`src/rtl/monta_senha_pkg.sv`:
```
`default_nettype none
// ============================================================================
// Module      : monta_senha_pkg
// Description : Shared types (Tipos) for the password assembler. Holds the
//               packed digit buffer type, buffer geometry, pad code, the
//               clear/enter key codes and the assembler FSM state type.
// Ports       : none (package)
// Revision    : 1.0 - initial release
// ============================================================================
package monta_senha_pkg;

  localparam int SENHA_MAX_DIGITS = 20;
  localparam int DIGIT_W          = 4;
  localparam int COUNT_W          = 5;

  localparam logic [DIGIT_W-1:0] PAD_CODE  = 4'hF;
  localparam logic [DIGIT_W-1:0] KEY_CLEAR = 4'hA;  // '*'
  localparam logic [DIGIT_W-1:0] KEY_ENTER = 4'hB;  // '#'

  // digits[0] is the oldest digit and sits in the least significant nibble.
  typedef logic [SENHA_MAX_DIGITS-1:0][DIGIT_W-1:0] senhaPac_t;

  localparam senhaPac_t SENHA_VAZIA = {SENHA_MAX_DIGITS{PAD_CODE}};

  typedef enum logic [1:0] {
    VAZIO     = 2'd0,
    COLETANDO = 2'd1,
    ENVIA     = 2'd2,
    AGUARDA   = 2'd3
  } estado_t;

  function automatic logic is_digit(input logic [DIGIT_W-1:0] code);
    return (code <= 4'h9);
  endfunction

endpackage
`default_nettype wire

```
`src/rtl/monta_senha_if.sv`:
```
`default_nettype none
// ============================================================================
// Module      : monta_senha_if
// Description : Bundle between the keypad side, the password assembler and
//               the password checker.
// Ports       : master - drives key_valid/key_code/verif_done, observes rest
//               slave  - the assembler: receives keys and checker done,
//                        drives senha_teste, valid_out, count, busy,
//                        err_short, timeout_out
// Revision    : 1.0 - initial release
// ============================================================================
interface monta_senha_if;
  import monta_senha_pkg::*;

  logic                       key_valid;
  logic [DIGIT_W-1:0]         key_code;
  logic                       verif_done;
  senhaPac_t                  senha_teste;
  logic                       valid_out;
  logic [COUNT_W-1:0]         count;
  logic                       busy;
  logic                       err_short;
  logic                       timeout_out;

  modport master (
    output key_valid, key_code, verif_done,
    input  senha_teste, valid_out, count, busy, err_short, timeout_out
  );

  modport slave (
    input  key_valid, key_code, verif_done,
    output senha_teste, valid_out, count, busy, err_short, timeout_out
  );

endinterface
`default_nettype wire

```
`src/rtl/monta_senha_contador_timeout.sv`:
```
`default_nettype none
// ============================================================================
// Module      : contador_timeout
// Description : Inactivity counter. Counts enabled cycles; tick_o is high on
//               the TIMEOUT_CYCLES-th consecutive enabled cycle without clear.
// Ports       : clk, rst (async, active-high), clear_i (restart count),
//               enable_i (count this cycle), tick_o (terminal pulse, comb.)
// Revision    : 1.0 - initial release
// ============================================================================
module contador_timeout #(
  parameter int TIMEOUT_CYCLES = 250000000
) (
  input  wire logic clk,
  input  wire logic rst,
  input  wire logic clear_i,
  input  wire logic enable_i,
  output logic      tick_o
);

  localparam int c_CNT_W = (TIMEOUT_CYCLES > 1) ? $clog2(TIMEOUT_CYCLES) : 1;
  localparam logic [c_CNT_W-1:0] c_LAST = c_CNT_W'(TIMEOUT_CYCLES - 1);

  logic [c_CNT_W-1:0] cnt_q;

  // Combinational so the FSM can act on the very cycle the limit is reached.
  assign tick_o = enable_i & ~clear_i & (cnt_q == c_LAST);

  always_ff @(posedge clk or posedge rst) begin
    if (rst) begin
      cnt_q <= '0;
    end else if (clear_i || tick_o) begin
      cnt_q <= '0;
    end else if (enable_i) begin
      cnt_q <= cnt_q + 1'b1;
    end
  end

endmodule
`default_nettype wire

```
`src/rtl/monta_senha.sv`:
```
`default_nettype none
// ============================================================================
// Module      : monta_senha
// Description : Assembles keypad digits into a password buffer, hands it to
//               the checker on enter and waits for the checker to finish.
//               Optional inactivity timeout enabled by MONTA_SENHA_TIMEOUT_EN.
// Ports       : clk, rst (async, active-high)
//               bus (monta_senha_if.slave): key_valid, key_code, verif_done
//               in; senha_teste, valid_out, count, busy, err_short,
//               timeout_out out (all registered, timeout_out tied 0 when
//               the timeout is not built)
// Revision    : 1.0 - initial release
// ============================================================================
module monta_senha
  import monta_senha_pkg::*;
#(
  parameter int TIMEOUT_CYCLES = 250000000,
  parameter int MIN_DIGITS     = 4
) (
  input wire logic     clk,
  input wire logic     rst,
  monta_senha_if.slave bus
);

  localparam logic [COUNT_W-1:0] c_MIN_DIGITS = COUNT_W'(MIN_DIGITS);
  localparam logic [COUNT_W-1:0] c_MAX_COUNT  = COUNT_W'(SENHA_MAX_DIGITS);

  if (MIN_DIGITS < 1 || MIN_DIGITS > SENHA_MAX_DIGITS || TIMEOUT_CYCLES < 1) begin : g_bad_params
    $error("monta_senha: MIN_DIGITS or TIMEOUT_CYCLES out of range");
  end

  estado_t            state_q;
  senhaPac_t          digits_q, digits_d;
  logic [COUNT_W-1:0] count_q, count_d;
  logic               valid_q, busy_q, err_q;
  logic               w_to_tick;

  // Buffer contents after inserting the current key as a digit: append while
  // there is room, otherwise slide the window and drop the oldest digit.
  always_comb begin
    digits_d = digits_q;
    count_d  = count_q;
    if (count_q < c_MAX_COUNT) begin
      digits_d[count_q] = bus.key_code;
      count_d           = count_q + 1'b1;
    end else begin
      digits_d = {bus.key_code, digits_q[SENHA_MAX_DIGITS-1:1]};
    end
  end

`ifdef MONTA_SENHA_TIMEOUT_EN
  logic to_q;
  logic w_key_accept;

  assign w_key_accept = bus.key_valid && (bus.key_code <= KEY_ENTER) &&
                        (state_q == COLETANDO);

  contador_timeout #(
    .TIMEOUT_CYCLES (TIMEOUT_CYCLES)
  ) u_contador_timeout (
    .clk      (clk),
    .rst      (rst),
    .clear_i  (w_key_accept || (state_q != COLETANDO)),
    .enable_i (state_q == COLETANDO),
    .tick_o   (w_to_tick)
  );

  assign bus.timeout_out = to_q;
`else
  assign w_to_tick       = 1'b0;
  assign bus.timeout_out = 1'b0;
`endif

  always_ff @(posedge clk or posedge rst) begin
    if (rst) begin
      state_q  <= VAZIO;
      digits_q <= SENHA_VAZIA;
      count_q  <= '0;
      valid_q  <= 1'b0;
      busy_q   <= 1'b0;
      err_q    <= 1'b0;
`ifdef MONTA_SENHA_TIMEOUT_EN
      to_q     <= 1'b0;
`endif
    end else begin
      valid_q <= 1'b0;
      err_q   <= 1'b0;
`ifdef MONTA_SENHA_TIMEOUT_EN
      to_q    <= 1'b0;
`endif
      case (state_q)
        VAZIO, COLETANDO: begin
          if (bus.key_valid && is_digit(bus.key_code)) begin
            digits_q <= digits_d;
            count_q  <= count_d;
            state_q  <= COLETANDO;
          end else if (bus.key_valid && bus.key_code == KEY_CLEAR) begin
            digits_q <= SENHA_VAZIA;
            count_q  <= '0;
            state_q  <= VAZIO;
          end else if (bus.key_valid && bus.key_code == KEY_ENTER &&
                       state_q == COLETANDO) begin
            if (count_q < c_MIN_DIGITS) begin
              digits_q <= SENHA_VAZIA;
              count_q  <= '0;
              state_q  <= VAZIO;
              err_q    <= 1'b1;
            end else begin
              state_q  <= ENVIA;
              valid_q  <= 1'b1;
              busy_q   <= 1'b1;
            end
          end else if (w_to_tick) begin
            // Only reachable when no key was accepted this cycle.
            digits_q <= SENHA_VAZIA;
            count_q  <= '0;
            state_q  <= VAZIO;
`ifdef MONTA_SENHA_TIMEOUT_EN
            to_q     <= 1'b1;
`endif
          end
        end
        ENVIA: begin
          state_q <= AGUARDA;
        end
        AGUARDA: begin
          // Keys are never looked at here, so verif_done always wins.
          if (bus.verif_done) begin
            digits_q <= SENHA_VAZIA;
            count_q  <= '0;
            busy_q   <= 1'b0;
            state_q  <= VAZIO;
          end
        end
        default: state_q <= VAZIO;
      endcase
    end
  end

  assign bus.senha_teste = digits_q;
  assign bus.count       = count_q;
  assign bus.valid_out   = valid_q;
  assign bus.busy        = busy_q;
  assign bus.err_short   = err_q;

endmodule
`default_nettype wire

```
`src/flat_wrapper.sv`:
```
// flat-port wrapper written by rule: the top's interface ports become plain ports
module monta_senha_flat import monta_senha_pkg::*;
#(
  parameter int TIMEOUT_CYCLES = 250000000,
  parameter int MIN_DIGITS     = 4
)
  (clk, rst, bus_key_valid, bus_key_code, bus_verif_done, bus_senha_teste, bus_valid_out, bus_count, bus_busy, bus_err_short, bus_timeout_out);
  monta_senha_if bus_i ();
  input wire logic clk;
  input wire logic rst;
  input wire logic [$bits(bus_i.key_valid)-1:0] bus_key_valid;
  input wire logic [$bits(bus_i.key_code)-1:0] bus_key_code;
  input wire logic [$bits(bus_i.verif_done)-1:0] bus_verif_done;
  output wire logic [$bits(bus_i.senha_teste)-1:0] bus_senha_teste;
  output wire logic [$bits(bus_i.valid_out)-1:0] bus_valid_out;
  output wire logic [$bits(bus_i.count)-1:0] bus_count;
  output wire logic [$bits(bus_i.busy)-1:0] bus_busy;
  output wire logic [$bits(bus_i.err_short)-1:0] bus_err_short;
  output wire logic [$bits(bus_i.timeout_out)-1:0] bus_timeout_out;
  assign bus_i.key_valid = bus_key_valid;
  assign bus_i.key_code = bus_key_code;
  assign bus_i.verif_done = bus_verif_done;
  assign bus_senha_teste = bus_i.senha_teste;
  assign bus_valid_out = bus_i.valid_out;
  assign bus_count = bus_i.count;
  assign bus_busy = bus_i.busy;
  assign bus_err_short = bus_i.err_short;
  assign bus_timeout_out = bus_i.timeout_out;
  monta_senha #(.TIMEOUT_CYCLES(TIMEOUT_CYCLES), .MIN_DIGITS(MIN_DIGITS)) u_core (.clk(clk), .rst(rst), .bus(bus_i));
endmodule
```
`config.mk`:
```
export PLATFORM = sky130hd
export DESIGN_NAME = monta_senha_flat
export DESIGN_NICKNAME = d
export VERILOG_FILES = /design/src/rtl/monta_senha_pkg.sv /design/src/rtl/monta_senha_if.sv /design/src/rtl/monta_senha_contador_timeout.sv /design/src/rtl/monta_senha.sv /design/src/flat_wrapper.sv
export SDC_FILE = /design/constraint.sdc
export NUM_CORES = 1
export LEC_CHECK = 0
export ABC_AREA = 0
export BUFFER_PORTS_ARGS = -buffer_cell sky130_fd_sc_hd__buf_2
export CAP_MARGIN = 20
export CORE_MARGIN = 2
export CORE_UTILIZATION = 45
export CTS_CLUSTER_SIZE = 30
export DETAILED_ROUTE_END_ITERATION = 16
export PLACE_DENSITY_LB_ADDON = 0.15
export REMOVE_ABC_BUFFERS = 1
export SETUP_SLACK_MARGIN = 0.1
export SYNTH_ARGS = -nofsm -noshare
export SYNTH_HDL_FRONTEND = slang
export SYNTH_SLANG_ARGS = --single-unit
```
`constraint.sdc`:
```
create_clock -name clk -period 2.81 [get_ports clk]
set_input_delay 0.562 -clock clk [delete_from_list [all_inputs] [get_ports clk]]
set_output_delay 0.562 -clock clk [all_outputs]
set_load 0.005 [all_outputs]
```
# Yosys cells after proc, flatten, opt, wreduce, memory -nomap -nowiden
# Cells that the tools add are included.
# totals
register_bits	90
inputBits	8
elab_cells	95
# classes
n_addsub	1
n_lt_le_gt_ge	5
n_eq_ne	13
n_mux	39
reduce_logical	12
# ops
operator	count
80-bit 2-to-1 mux	6
80-bit one-hot mux with 2 select lines	1
80-bit bitwise mux	1
5-bit 2-to-1 mux	6
4-bit demux with 5-bit select	1
1-bit 2-to-1 mux	15
2-bit 2-to-1 mux	5
5-bit one-hot mux with 2 select lines	1
4-bit equality test (second input constant)	2
2-bit inequality test (second input constant)	4
4-bit by 1-bit inequality test with 1-bit output (second input constant)	2
5-bit by 6-bit < comparator with 1-bit output (second input constant)	1
2-bit one-hot mux with 3 select lines	1
6-bit AND reduction	1
5-bit by 1-bit adder with 5-bit output (second input constant)	1
5-bit by 1-bit greater-or-equal comparator with 1-bit output (second input constant)	1
1-bit logical AND	5
5-bit by 3-bit < comparator with 1-bit output (second input constant)	1
5-bit < comparator (second input constant)	1
5-bit AND reduction	1
2-bit equality test (second input constant)	2
4-bit less-or-equal comparator (second input constant)	1
4-bit 2-to-1 mux	1
4-bit AND reduction	1
8 further kinds	8

# Depth between registers and ports, before layout
# Gate-level depths: netlist of the first run.
# depth
depth_word	8
ltp_mapped	8
mapped_depth_nobuf	6

# Least setup slack after synthesis of the first run
# OpenSTA, ideal clock, no wires.
# synth_path
path_kind	input -> register
start	input port bus_key_code[1]
end	register u_core.digits_q (netlist bit u_core.bus.senha_teste[10])
setup_ns	0.082
arrival_ns	1.858
setup_slack_ns	0.870
cell_stages	6
path_cell_list	buf_2 > nand3_1 > a31oi_4 > buf_4 > o2bb2ai_2 > mux2_2
# synth_between
elab_chain_len	5
# synth_lines
element	line_no	source
from (decl)	flat_wrapper.sv:12	input wire logic [$bits(bus_i.key_code)-1:0] bus_key_code;
parallel branches: the longest is 5 deep, another holds 4-bit less-or-equal comparator	--	
to (signal assigned)	monta_senha.sv:94	digits_q <= digits_d;
to (decl)	monta_senha.sv:33	senhaPac_t digits_q, digits_d;
# Several ways; the timed one is not identified.
# A chain may end at the register's enable or synchronous reset.

# Final worst setup path of the first run
# layout_path
start	register u_core.count_q[3], in the netlist u_core.bus.count[3]
end	register u_core.digits_q (netlist bit u_core.bus.senha_teste[20])
# layout_between
elab_chain_len	8
# layout_lines
element	line_no	source
from (decl)	monta_senha.sv:34	logic [COUNT_W-1:0] count_q, count_d;
from (signal assigned)	monta_senha.sv:95	count_q <= count_d;
5-bit by 6-bit < comparator with 1-bit output (not written as such) or 5-bit by 1-bit greater-or-equal comparator with 1-bit output (tied branches)	monta_senha.sv:44	digits_d[count_q] = bus.key_code;
1-bit logical AND (not written as such)	monta_senha.sv:44	
4-bit 2-to-1 mux (not written as such)	monta_senha.sv:44	
4-bit demux with 5-bit select	--	
80-bit bitwise mux	monta_senha.sv:44	
80-bit 2-to-1 mux	monta_senha.sv:43	if (count_q < c_MAX_COUNT) begin
80-bit 2-to-1 mux	monta_senha.sv:93	if (bus.key_valid && is_digit(bus.key_code)) begin
80-bit one-hot mux with 2 select lines	monta_senha.sv:91	case (state_q)
# Several ways; a longest one is shown, not always the timed one.

==> metrics.md, run 1 <==
| Metric | Value |
|---|---|
| Post-CTS repair timing setup buffer count | 0 |
| Vias per inst | between 6 and 7 |
| Pin count of the biggest net entering global routing | 47 |
| Number of synthesized flops with an enable pin | 0 |
| Sequential element share of the synthesized area | between 30% and 40% |
| Clock period minus worst slack | between 2 and 2.5 ns |
| Number of nets in the finished design | roughly 660 |
| Synthesis warning total | 0 |
| Flop and latch count out of synthesis | 90 |
| Post-DR wirelength/cell | around 21 µm |
| Slowest stage delay, CP | about 0.66 ns |
| Drc violations | 0 |
| Final worst setup slack | between 0.4 and 0.5 ns |
| HPWL reported at the end of detailed placement | approximately 12000 µm |
| Global-route congestion overflow total | 0 |
| Buf+Inv Stages, Crit Path | 1 |
| Normalized max-slew margin | between 40% and 50% |
| Vias in the first global route | ~4800 |
| Ordered list of cells on the worst path | nor3_4 > nand2_2 > buf_4 > a2bb2oi_2 > mux2_2 |
| Maximum level of the CTS H-tree | 3 |
| Setup repair after global routing missed its margin | false |
| Core utilization of the finished layout | between 50% and 60% |
| Final weighted congestion in routability-driven placement | a little under 0.9 |
| Worst-skew pair later-pin latency | roughly 0.35 ns |
| Max Slew Vio Count | 0 |
| Clk_skew | approximately 0.0069 ns |
| Number of core rows | 41 |
| Count of port buffers added during placement | 95 |
| Total vias in the final route | ~5100 |
| Number of placed instances, taps included | 807 |
| VDD IR max | around 380 µV |
| Final Cell Area | 6810 µm² |
| Largest area contributor in the netlist | dfstp_2 |
| CTS Root Buffer Type | clkbuf_16 |
| Required time at the endpoint of the critical path | around 3.1 ns |
| Count of pins on the block boundary | 97 |
| Setup slack on the worst flop-to-flop path | 0.49 ns |
| Starting density of the core | between 40% and 50% |
| Number of cells produced by synthesis | 566 |
| Primary flip-flop cell chosen by synthesis mapping | dfstp_2 |
| Category of the worst setup path capture point | flop |
| Max cap viols | 0 |
| Transition at the pin with the smallest max-transition slack | around 0.76 ns |
| Setup-violating endpoint count in the final report | 0 |
| Worst path slowest cell | dfrtp_1 |
| Crit path kind | flop to flop |
| Vert. Die Dim | ~120 µm |
| Global-route usage over all layers | around a quarter |
| Top cell type's share of synthesized area | 35.7% |
| Number of failing hold endpoints at the final stage | 0 |
| Area of combinational cells with multiple inputs | around 3100 µm² |
| Post-DP Area | ~6500 µm² |
| Worst path arrival time | between 2 and 3 ns |
| Die area | around 14000 µm² |
| Worst slack at placement | a little over 0.5 ns |
| Antenna diode count | 0 |
| Number of buffers on the longest clock path | 2 |
| Number of antenna-violating nets in the routed design | 0 |
| First-pass DRT Iterations | 5 |
| Upper clock frequency limit | 431 MHz |
| # hold bufs at CTS | 0 |
| Dominant delay contributor by cell family on the critical path | flip-flops |
| Global-route wire length before repair | ~27000 µm |
| Layout cell share with drive strength beyond 1 | 46.4% |
| Inserted Clock Buffers | 9 |
| Run status | completed |
| Relative area change from synthesis to final layout | 15.7% |
| Post-CTS sizing | 0 |
| Antenna violations before repair | 0 |
| Worst Hold Margin | about 0.26 ns |
| Leak | ~2.9 nW |
| Depth of the most critical reg-to-reg path | 5 |
| Overall die width | around 120 µm |
| TritonCTS clock tree | done |
| Total power per unit cell area | slightly below 1000 nW/µm² |
| Hold Path Class | primary input to asynchronous set/reset pin |
| Crit path max fanout | 24 |
| Placeable core region | 12700 µm² |
| Total number of clock tree sinks | 90 |
| Async set or reset register ratio after synthesis | between 90% and 100% |
| Filler-free cell count of the finished design | approximately 820 |
| Startpoint kind of the worst setup timing path | flop |
| Post-Synthesis Mean Instance Area | ~10 µm² |
| Number of filler instances in the final layout | between 1000 and 1500 |
| Netlist area before placement | between 5000 and 6000 µm² |
| Total detailed-routing wirelength | 17200 µm |
| Setup TNS Final | 0 ns |
| End of the worst register-to-register path | u_core.bus.senha_teste[20] |
| Iter 0 DRT Violations | between 400 and 500 |
| Commonest cells after routing, fill and taps aside | buf_2, dfstp_2, nand2_1 |
| Sequential standard cell area | 2350 µm² |
| Total power after layout | about 6.6 mW |
| Crit share post-route | 82.6% |
| Number of distinct standard cells referenced by the synthesized netlist | 67 |
| Reg2Reg Launch Point | u_core.bus.count[3] |
| Most common library cell in the layout ignoring fill and taps | buf_2 |
| Cells taking the most area after synthesis | dfstp_2, mux2_2, a221o_1 |
| Register clock-pin slew on the reported worst setup and hold paths | about 0.070 ns |
## power breakdown
part	switching (mW)	internal, mW
clock	0.516	0.801
combinational	1.39	1.38
sequential	0.511	2.02
## how the worst max path moves through the flow
stage | start | to | depth (start not counted)
5_1_grt | u_core.bus.count[3] | u_core.bus.senha_teste[30] | 4
2_1_floorplan | u_core.bus.count[4] | u_core.bus.senha_teste[56] | 4
4_1_cts | u_core.bus.count[3] | u_core.bus.senha_teste[40] | 5
6_report | u_core.bus.count[3] | u_core.bus.senha_teste[20] | 5
3_3_place_gp | bus_key_code[2] | u_core.bus.senha_teste[18] | 6
3_5_place_dp | bus_key_code[2] | u_core.bus.senha_teste[40] | 6
## routing by layer
layer / GRT usage (%) / share of wire [%] / vias up
li1: - / - / 2305
met1: 34.4 / 45 / 2548
met2: 38.6 / 47 / 186
met3: 4.30 / 5.8 / 31
met4: 8.78 / 1.8 / 0
met5: 0 / 0 / -
## sequential cells by signal (all words and copies together), names as in the netlist
register	count
u_core.bus.valid_out	1
u_core.bus.err_short	1
u_core.state_q	2
u_core.bus.busy	1
u_core.bus.count	5
u_core.bus.senha_teste	80
## kinds of logic (layout without fill, tap and decap cells)
| family | after synthesis | count (layout) | share of synthesized area, % |
|---|---|---|---|
| other | 1 | 1 | 0.0637 |
| adders and majority gates | 4 | 4 | 0.850 |
| AOI/OAI and AO/OA | 191 | 191 | 27.7 |
| muxes | 58 | 58 | 12.0 |
| buffers and inverters | 85 | 170 | 7.35 |
| DFF | 90 | 90 | 39.9 |
| and+or+nand+nor | 137 | 137 | 12.1 |
## synth_stat cells, types with 2 or more instances
| library cell | number |
|---|---|
| a21o_1 | 5 |
| a21oi_1 | 24 |
| a221o_1 | 35 |
| a221oi_1 | 12 |
| a22o_1 | 18 |
| a22oi_1 | 5 |
| a22oi_4 | 2 |
| a2bb2oi_1 | 3 |
| a2bb2oi_2 | 6 |
| a32o_1 | 7 |
| a32o_2 | 3 |
| a32oi_1 | 15 |
| and2_1 | 4 |
| buf_2 | 23 |
| buf_4 | 6 |
| buf_6 | 8 |
| clkbuf_1 | 15 |
| clkbuf_2 | 2 |
| dfrtp_1 | 10 |
| dfstp_2 | 80 |
| ha_1 | 4 |
| inv_1 | 30 |
| mux2_2 | 36 |
| mux2_4 | 16 |
| mux2i_1 | 5 |
| nand2_1 | 61 |
| nand2b_1 | 11 |
| nand3_1 | 18 |
| nor2_1 | 11 |
| nor2b_1 | 10 |
| nor3_1 | 3 |
| nor3b_4 | 2 |
| o211ai_1 | 12 |
| o21a_1 | 4 |
| o21ai_0 | 20 |
| o21ai_1 | 2 |
| o22ai_1 | 3 |
| o31ai_1 | 4 |
| or3_1 | 3 |
## worst reg2reg max path, stage by stage (launching register included)
cell and delay [ns]:
dfrtp_1 0.66, nor3_4 0.35, nand2_2 0.28, buf_4 0.30, a2bb2oi_2 0.28, mux2_2 0.38
## area by class of cell
class	count	share of cell area [%]
Clock buffer	11	3.56
Clock inverter	5	1.14
Inverter	30	1.67
Multi-Input combinational cell	391	45.6
Sequential cell	90	34.6
Tap cell	172	3.16
Timing Repair Buffer	124	10.4
Power figures use the tool's default switching activity.
==> run 2, diff against run 1 <==
ABC_AREA = 1   (was 0)
clock period = 2.2 ns   (was 2.81 ns; I/O delays follow)
==> metrics.md, run 2 <==
| Metric | Value |
|---|---|
| Setup repair after global routing missed its margin | false |
| Upper clock frequency limit | 516 MHz (+20%) |
| Commonest cells after routing, fill and taps aside | nand2_1, nand4_1, nand3_1 |
| Number of flip-flops under the largest register name | 80 (unchanged) |
| Most common library cell in the layout ignoring fill and taps | nand2_1 |
| Normalized max-slew margin | 64.7% (+16 points) |
| Vert. Die Dim | 116 µm (-2.0%) |
| Total vias in the final route | 6016 (+19%) |
| Slowest stage delay, CP | 0.49 ns (-0.17 ns) |
| Top cell type's share of synthesized area | 37.2% (+1.5 points) |
| Vias per inst | 5.75 (-6.7%) |
| Global-route usage over all layers | 27.4% (+2.7 points) |
| Leak | 3.05 nW (+6.2%) |
| Largest area contributor in the netlist | dfstp_2 |
| Number of failing hold endpoints at the final stage | 0 (unchanged) |
| Async set or reset register ratio after synthesis | 100% (unchanged) |
| Primary flip-flop cell chosen by synthesis mapping | dfstp_2 |
| Cell with the most instances after synthesis | nand2_1 |
| Pin count of the biggest net entering global routing | 78 (+66%) |
| Post-Synthesis Mean Instance Area | 7.03 µm² (-32%) |
| Number of core rows | 40 (-2.4%) |
| Vias in the first global route | 5552 (+15%) |
| Flop and latch count out of synthesis | 90 (unchanged) |
| Core utilization of the finished layout | 54.8% (+1.2 points) |
| Worst path arrival time | 2.22 ns (-0.38 ns) |
| Starting density of the core | 46.5% (+0.20 points) |
| Startpoint kind of the worst setup timing path | flop |
| Placeable core region | 12200 µm² (-4.4%) |
| Register clock-pin slew on the reported worst setup and hold paths | 0.06 ns (about the same) |
| Required time at the endpoint of the critical path | 2.48 ns (-0.61 ns) |
| Maximum level of the CTS H-tree | 3 (unchanged) |
| Antenna violations before repair | 0 (unchanged) |
| Crit share post-route | 88.1% (+5.6 points) |
| Global-route congestion overflow total | 0 (unchanged) |
| Final weighted congestion in routability-driven placement | 0.906 (+4.6%) |
| Crit path kind | flop to flop |
| Overall die width | 116 µm (-2.0%) |
| Synthesis warning total | 0 (unchanged) |
| Drc violations | 0 (unchanged) |
| Run status | completed |
| TritonCTS clock tree | done |
| Max Slew Vio Count | 0 (unchanged) |
| Most numerous cell types in the synthesized netlist | nand2_1, nand4_1, nand3_1, dfstp_2, clkbuf_1 |
| Inserted Clock Buffers | 9 (unchanged) |
| Post-CTS repair timing setup buffer count | 0 (unchanged) |
| Post-CTS sizing | 0 (unchanged) |
| Post-DR wirelength/cell | 16.9 µm (-19%) |
| Netlist area before placement | 5650 µm² (-4.0%) |
| Number of distinct standard cells referenced by the synthesized netlist | 20 (-70%) |
| VDD IR max | 354 µV (-6.1%) |
| Number of synthesized flops with an enable pin | 0 (unchanged) |
| Hold Path Class | primary input to asynchronous set/reset pin |
| Sequential element share of the synthesized area | 41.6% (+1.7 points) |
| Number of buffers on the longest clock path | 2 (unchanged) |
| Number of antenna-violating nets in the routed design | 0 (unchanged) |
| Transition at the pin with the smallest max-transition slack | 0.529 ns (-0.234 ns) |
| Crit path max fanout | 9 (-63%) |
| Die area | 13500 µm² (-3.9%) |
| Clk_skew | 0.00855 ns (+0.00167 ns) |
| Relative area change from synthesis to final layout | 17.8% |
| Category of the worst setup path capture point | flop |
| Count of pins on the block boundary | 97 (unchanged) |
| Antenna diode count | 0 (unchanged) |
| Worst-skew pair later-pin latency | 0.35 ns (about the same) |
| HPWL reported at the end of detailed placement | 12000 µm (-1.5%) |
| Setup-violating endpoint count in the final report | 0 (unchanged) |
| Global-route wire length before repair | 28700 µm (+5.0%) |
| Ordered list of cells on the worst path | inv_1 > ha_1 > buf_4 > nand3_1 > nand3_1 > nand4_1 > nand2_1 > nand2_1 |
| Number of cells produced by synthesis | 804 (+42%) |
| Number of nets in the finished design | 887 (+35%) |
| Iter 0 DRT Violations | 553 (+16%) |
| Worst path slowest cell | dfrtp_1 |
| Total detailed-routing wirelength | 17700 µm (+2.8%) |
| Setup TNS Final | 0 ns (unchanged) |
| Total power per unit cell area | 781 nW/µm² (-20%) |
| Max cap viols | 0 (unchanged) |
| Total number of clock tree sinks | 90 (unchanged) |
| Count of port buffers added during placement | 95 (unchanged) |
| Clock period minus worst slack | 1.94 ns (-0.381 ns) |
| CTS Root Buffer Type | clkbuf_16 |
| First-pass DRT Iterations | 5 (unchanged) |
| # hold bufs at CTS | 0 (unchanged) |
| Layout cell share with drive strength beyond 1 | 25.8% (-21 points) |
| Cells taking the most area after synthesis | dfstp_2, nand2_1, nand4_1 |
-- run 2: metrics by stage --
step	std cells	instance area (µm²)	hold slack (ns)	power, mW	worst slack, ns
global placement	1032	6360	0.458	3.64	0.151
global route	1047	6660	0.479	5.51	0.101
floorplan	739	5340	0.457	3.03	-2.69
detailed placement	1032	6360	0.457	3.67	0.101
CTS	1047	6650	0.448	5.24	0.236
finish	1047	6660	0.437	5.21	0.261
-- run 2: cell families after synthesis --
family | count (synthesis) | share of synthesized area [%]
other | 1 | 0.0663
adders and majority gates | 4 | 0.885
xor gates and xnor gates | 1 | 0.155
AOI/OAI and AO/OA | 9 | 0.797
and+or+nand+nor | 606 | 49.0
buffers and inverters | 93 | 7.50
DFF | 90 | 41.6
-- run 2: critical path, delay by kind of cell, from the launching register on --
family	cells	cell delay, ns
fa+ha+maj	1	0.39
simple gates	5	0.63
buf+inv	2	0.36
flops	1	0.49
-- run 2: metal layers --
metal | wire, µm | GRT usage [%] | vias to the layer above
met5 | 0 | 0 | -
met4 | 325 | 8.73 | 0
met3 | 1470 | 5.03 | 28
met2 | 8300 | 43.1 | 297
met1 | 7630 | 38.5 | 2812
li1 | - | - | 2879
-- run 2: power by group --
part	switching, mW	leakage [nW]	total (mW)	internal (mW)
Combinational	0.710	1.94	1.19	0.478
Sequential	0.279	0.976	2.47	2.19
Clock	0.641	0.136	1.55	0.907
Total	1.63	3.05	5.20	3.57
-- run 2: path summary, 6_finish.rpt --
check                      slack, ns                          to                       from  cells past startpoint
min in group clk                0.46           u_core.state_q[0]             bus_verif_done                      4
max in group asynchronous       1.47  u_core.bus.senha_teste[70]                        rst                      3
max                             0.26  u_core.bus.senha_teste[51]        u_core.bus.count[0]                      8
max reg2reg                     0.26  u_core.bus.senha_teste[51]        u_core.bus.count[0]                      8
min                             0.44   u_core.bus.senha_teste[0]                        rst                      2
min reg2reg                     0.47   u_core.bus.senha_teste[2]  u_core.bus.senha_teste[2]                      2
-- run 2: final cells by class --
type                            count  area (µm²)
Multi-Input combinational cell    621        2910
Clock buffer                       13         250
Timing Repair Buffer              125         792
Inverter                           28         106
Clock inverter                      2        37.5
Sequential cell                    90        2350
Tap cell                          168         210
Fill cell                        1202        5500
==> run 3, diff against run 2 <==
clock period = 1.8 ns   (was 2.2 ns; I/O delays follow)
==> metrics.md, run 3 (synthesis results as in run 2) <==
| Metric | Value |
|---|---|
| Category of the worst setup path capture point | flop |
| Number of buffers on the longest clock path | 2 (unchanged) |
| # hold bufs at CTS | 0 (unchanged) |
| Worst-skew pair later-pin latency | 0.36 ns (about the same) |
| Required time at the endpoint of the critical path | 2.05 ns (-0.43 ns) |
| Layout cell share with drive strength beyond 1 | 31.4% (+5.5 points) |
| Starting density of the core | 46.5% (unchanged) |
| Filler-free cell count of the finished design | 1093 (+4.4%) |
| Core utilization of the finished layout | 59.0% (+4.2 points) |
| VDD IR max | 487 µV (+38%) |
| Post-DR wirelength/cell | 16.9 µm (-0.41%) |
| Reg2Reg Launch Point | u_core.state_q[0] |
| Pin count of the biggest net entering global routing | 91 (+17%) |
| End of the worst register-to-register path | u_core.bus.count[1] |
| Max cap viols | 0 (unchanged) |
| Number of core rows | 40 (unchanged) |
| Total number of clock tree sinks | 90 (unchanged) |
| Leak | 3.31 nW (+8.5%) |
| Overall die width | 116 µm (unchanged) |
| Die area | 13500 µm² (unchanged) |
| Number of failing hold endpoints at the final stage | 0 (unchanged) |
| Worst path slowest cell | dfrtp_1 |
| Worst slack at placement | 0.0165 ns (-0.0840 ns) |
| Total vias in the final route | 6274 (+4.3%) |
| Vias per inst | 5.74 (-0.10%) |
| Net switching component of the power | 2.11 mW (+29%) |
| Crit path kind | flop to flop |
| Vias in the first global route | 5756 (+3.7%) |
| Max Slew Vio Count | 0 (unchanged) |
| Global-route congestion overflow total | 0 (unchanged) |
| Post-DP Area | 6680 µm² (+5.0%) |
| First-pass DRT Iterations | 7 (+2) |
| Final Cell Area | 7170 µm² (+7.7%) |
| Ordered list of cells on the worst path | inv_1 > nor2_2 > nand3_1 > nand2_1 > nor2_1 > nor2_4 > buf_12 > buf_12 > nand4_1 > nand2_1 |
| Switching share of power | 32.1% (+0.76 points) |
| Crit share post-route | 91.3% (+3.2 points) |
| Vert. Die Dim | 116 µm (unchanged) |
| Register clock-pin slew on the reported worst setup and hold paths | 0.07 ns (about the same) |
| Relative area change from synthesis to final layout | 26.9% |
| P_int | 4.47 mW (+25%) |
| Upper clock frequency limit | 608 MHz (+18%) |
| Setup repair after global routing missed its margin | true |
| Worst Hold Margin | 0.131 ns (-0.307 ns) |
| Startpoint kind of the worst setup timing path | flop |
| Sequential Power Share | 46.0% (-1.4 points) |
| Run status | completed |
| HPWL reported at the end of detailed placement | 12200 µm (+2.1%) |
| Iter 0 DRT Violations | 624 (+13%) |
| Share of total power in the clock network | 29.5% (-0.3 points) |
| Antenna violations before repair | 0 (unchanged) |
| Total power per unit cell area | 917 nW/µm² (+17%) |
| Count of pins on the block boundary | 97 (unchanged) |
| Worst path arrival time | 1.89 ns (-0.33 ns) |
| Crit path max fanout | 25 (+16) |
| Global-route usage over all layers | 27.5% (+0.092 points) |
| Final weighted congestion in routability-driven placement | 0.874 (-3.5%) |
| Count of port buffers added during placement | 95 (unchanged) |
| Setup slack on the worst flop-to-flop path | 0.16 ns (-0.10 ns) |
| Antenna diode count | 0 (unchanged) |
| Placeable core region | 12200 µm² (unchanged) |
| Clk_skew | 0.00744 ns (-0.00111 ns) |
| Commonest cells after routing, fill and taps aside | nand2_1, nand4_1, nand3_1 |
| Most common library cell in the layout ignoring fill and taps | nand2_1 |
| Setup-violating endpoint count in the final report | 0 (unchanged) |
| Maximum level of the CTS H-tree | 3 (unchanged) |
| Global-route wire length before repair | 28900 µm (+0.41%) |
| Buf+Inv Stages, Crit Path | 3 (+1) |
| Drc violations | 0 (unchanged) |
| Number of flip-flops under the largest register name | 80 (unchanged) |
| Dominant delay contributor by cell family on the critical path | simple AND/OR/NAND/NOR gates |
| TritonCTS clock tree | done |
| Slowest stage delay, CP | 0.41 ns (-0.08 ns) |
| Total detailed-routing wirelength | 18400 µm (+4.0%) |
| Inserted Clock Buffers | 9 (unchanged) |
| Final worst setup slack | 0.156 ns (-0.105 ns) |
| Power share of the combinational group | 24.4% (+1.6 points) |
| Number of nets in the finished design | 932 (+5.1%) |
| Depth of the most critical reg-to-reg path | 10 (+2) |
| Number of antenna-violating nets in the routed design | 0 (unchanged) |
| Number of placed instances, taps included | 1069 (+3.6%) |
| Setup TNS Final | 0 ns (unchanged) |
| Clock period minus worst slack | 1.64 ns (-0.295 ns) |
| Total power after layout | 6.58 mW (+26%) |
| Hold Path Class | primary input to asynchronous set/reset pin |
| CTS Root Buffer Type | clkbuf_16 |
[run 3: worst max path at each step]
stage	startpoint	to	depth (start not counted)
detailed placement	bus_key_code[2]	u_core.bus.senha_teste[17]	9
global placement	bus_key_code[2]	u_core.bus.count[2]	10
global route	u_core.bus.count[4]	u_core.bus.senha_teste[1]	9
CTS	u_core.state_q[1]	u_core.bus.senha_teste[2]	8
finish	u_core.state_q[0]	u_core.bus.count[1]	10
floorplan	u_core.state_q[0]	u_core.bus.count[0]	5
[run 3: worst min-delay path, stage by stage]
cell and delay, ns:
buf_2 0.10, clkinv_2 0.05, buf_12 0.37
[run 3: timing repair]
item / 4_1_cts / 5_1_grt
cloned: 0 / 3
resized for setup: 4 / 18
setup buffers: 0 / 5
endpoints found under the setup margin: 47 / 85
pin swaps: 0 / 7
[run 3: power by group through the flow]
stage	registers [mW]	logic (mW)	clock network [mW]
6_report	3.03	1.61	1.94
5_1_grt	3.08	1.79	2.06
4_1_cts	3.01	1.56	1.99
3_5_place_dp	3.04	1.55	0
3_3_place_gp	3.04	1.52	0
2_1_floorplan	3.00	0.713	0
[run 3: routing by layer]
| metal | vias up | wire length, µm | global-route usage [%] |
|---|---|---|---|
| met5 | - | 0 | 0 |
| met3 | 33 | 1450 | 4.20 |
| li1 | 2972 | - | - |
| met4 | 0 | 405 | 11.7 |
| met2 | 328 | 8700 | 44.8 |
| met1 | 2941 | 7870 | 36.6 |
[run 3: final cells by class]
cell class / count / area (µm²)
fill: 1145 / 4990
multi-input combinational: 621 / 2940
sequential: 90 / 2360
timing repair buffer: 170 / 1250
clock buffer: 9 / 225
tap: 168 / 210
inverter: 28 / 106
clock inverter: 7 / 76.3
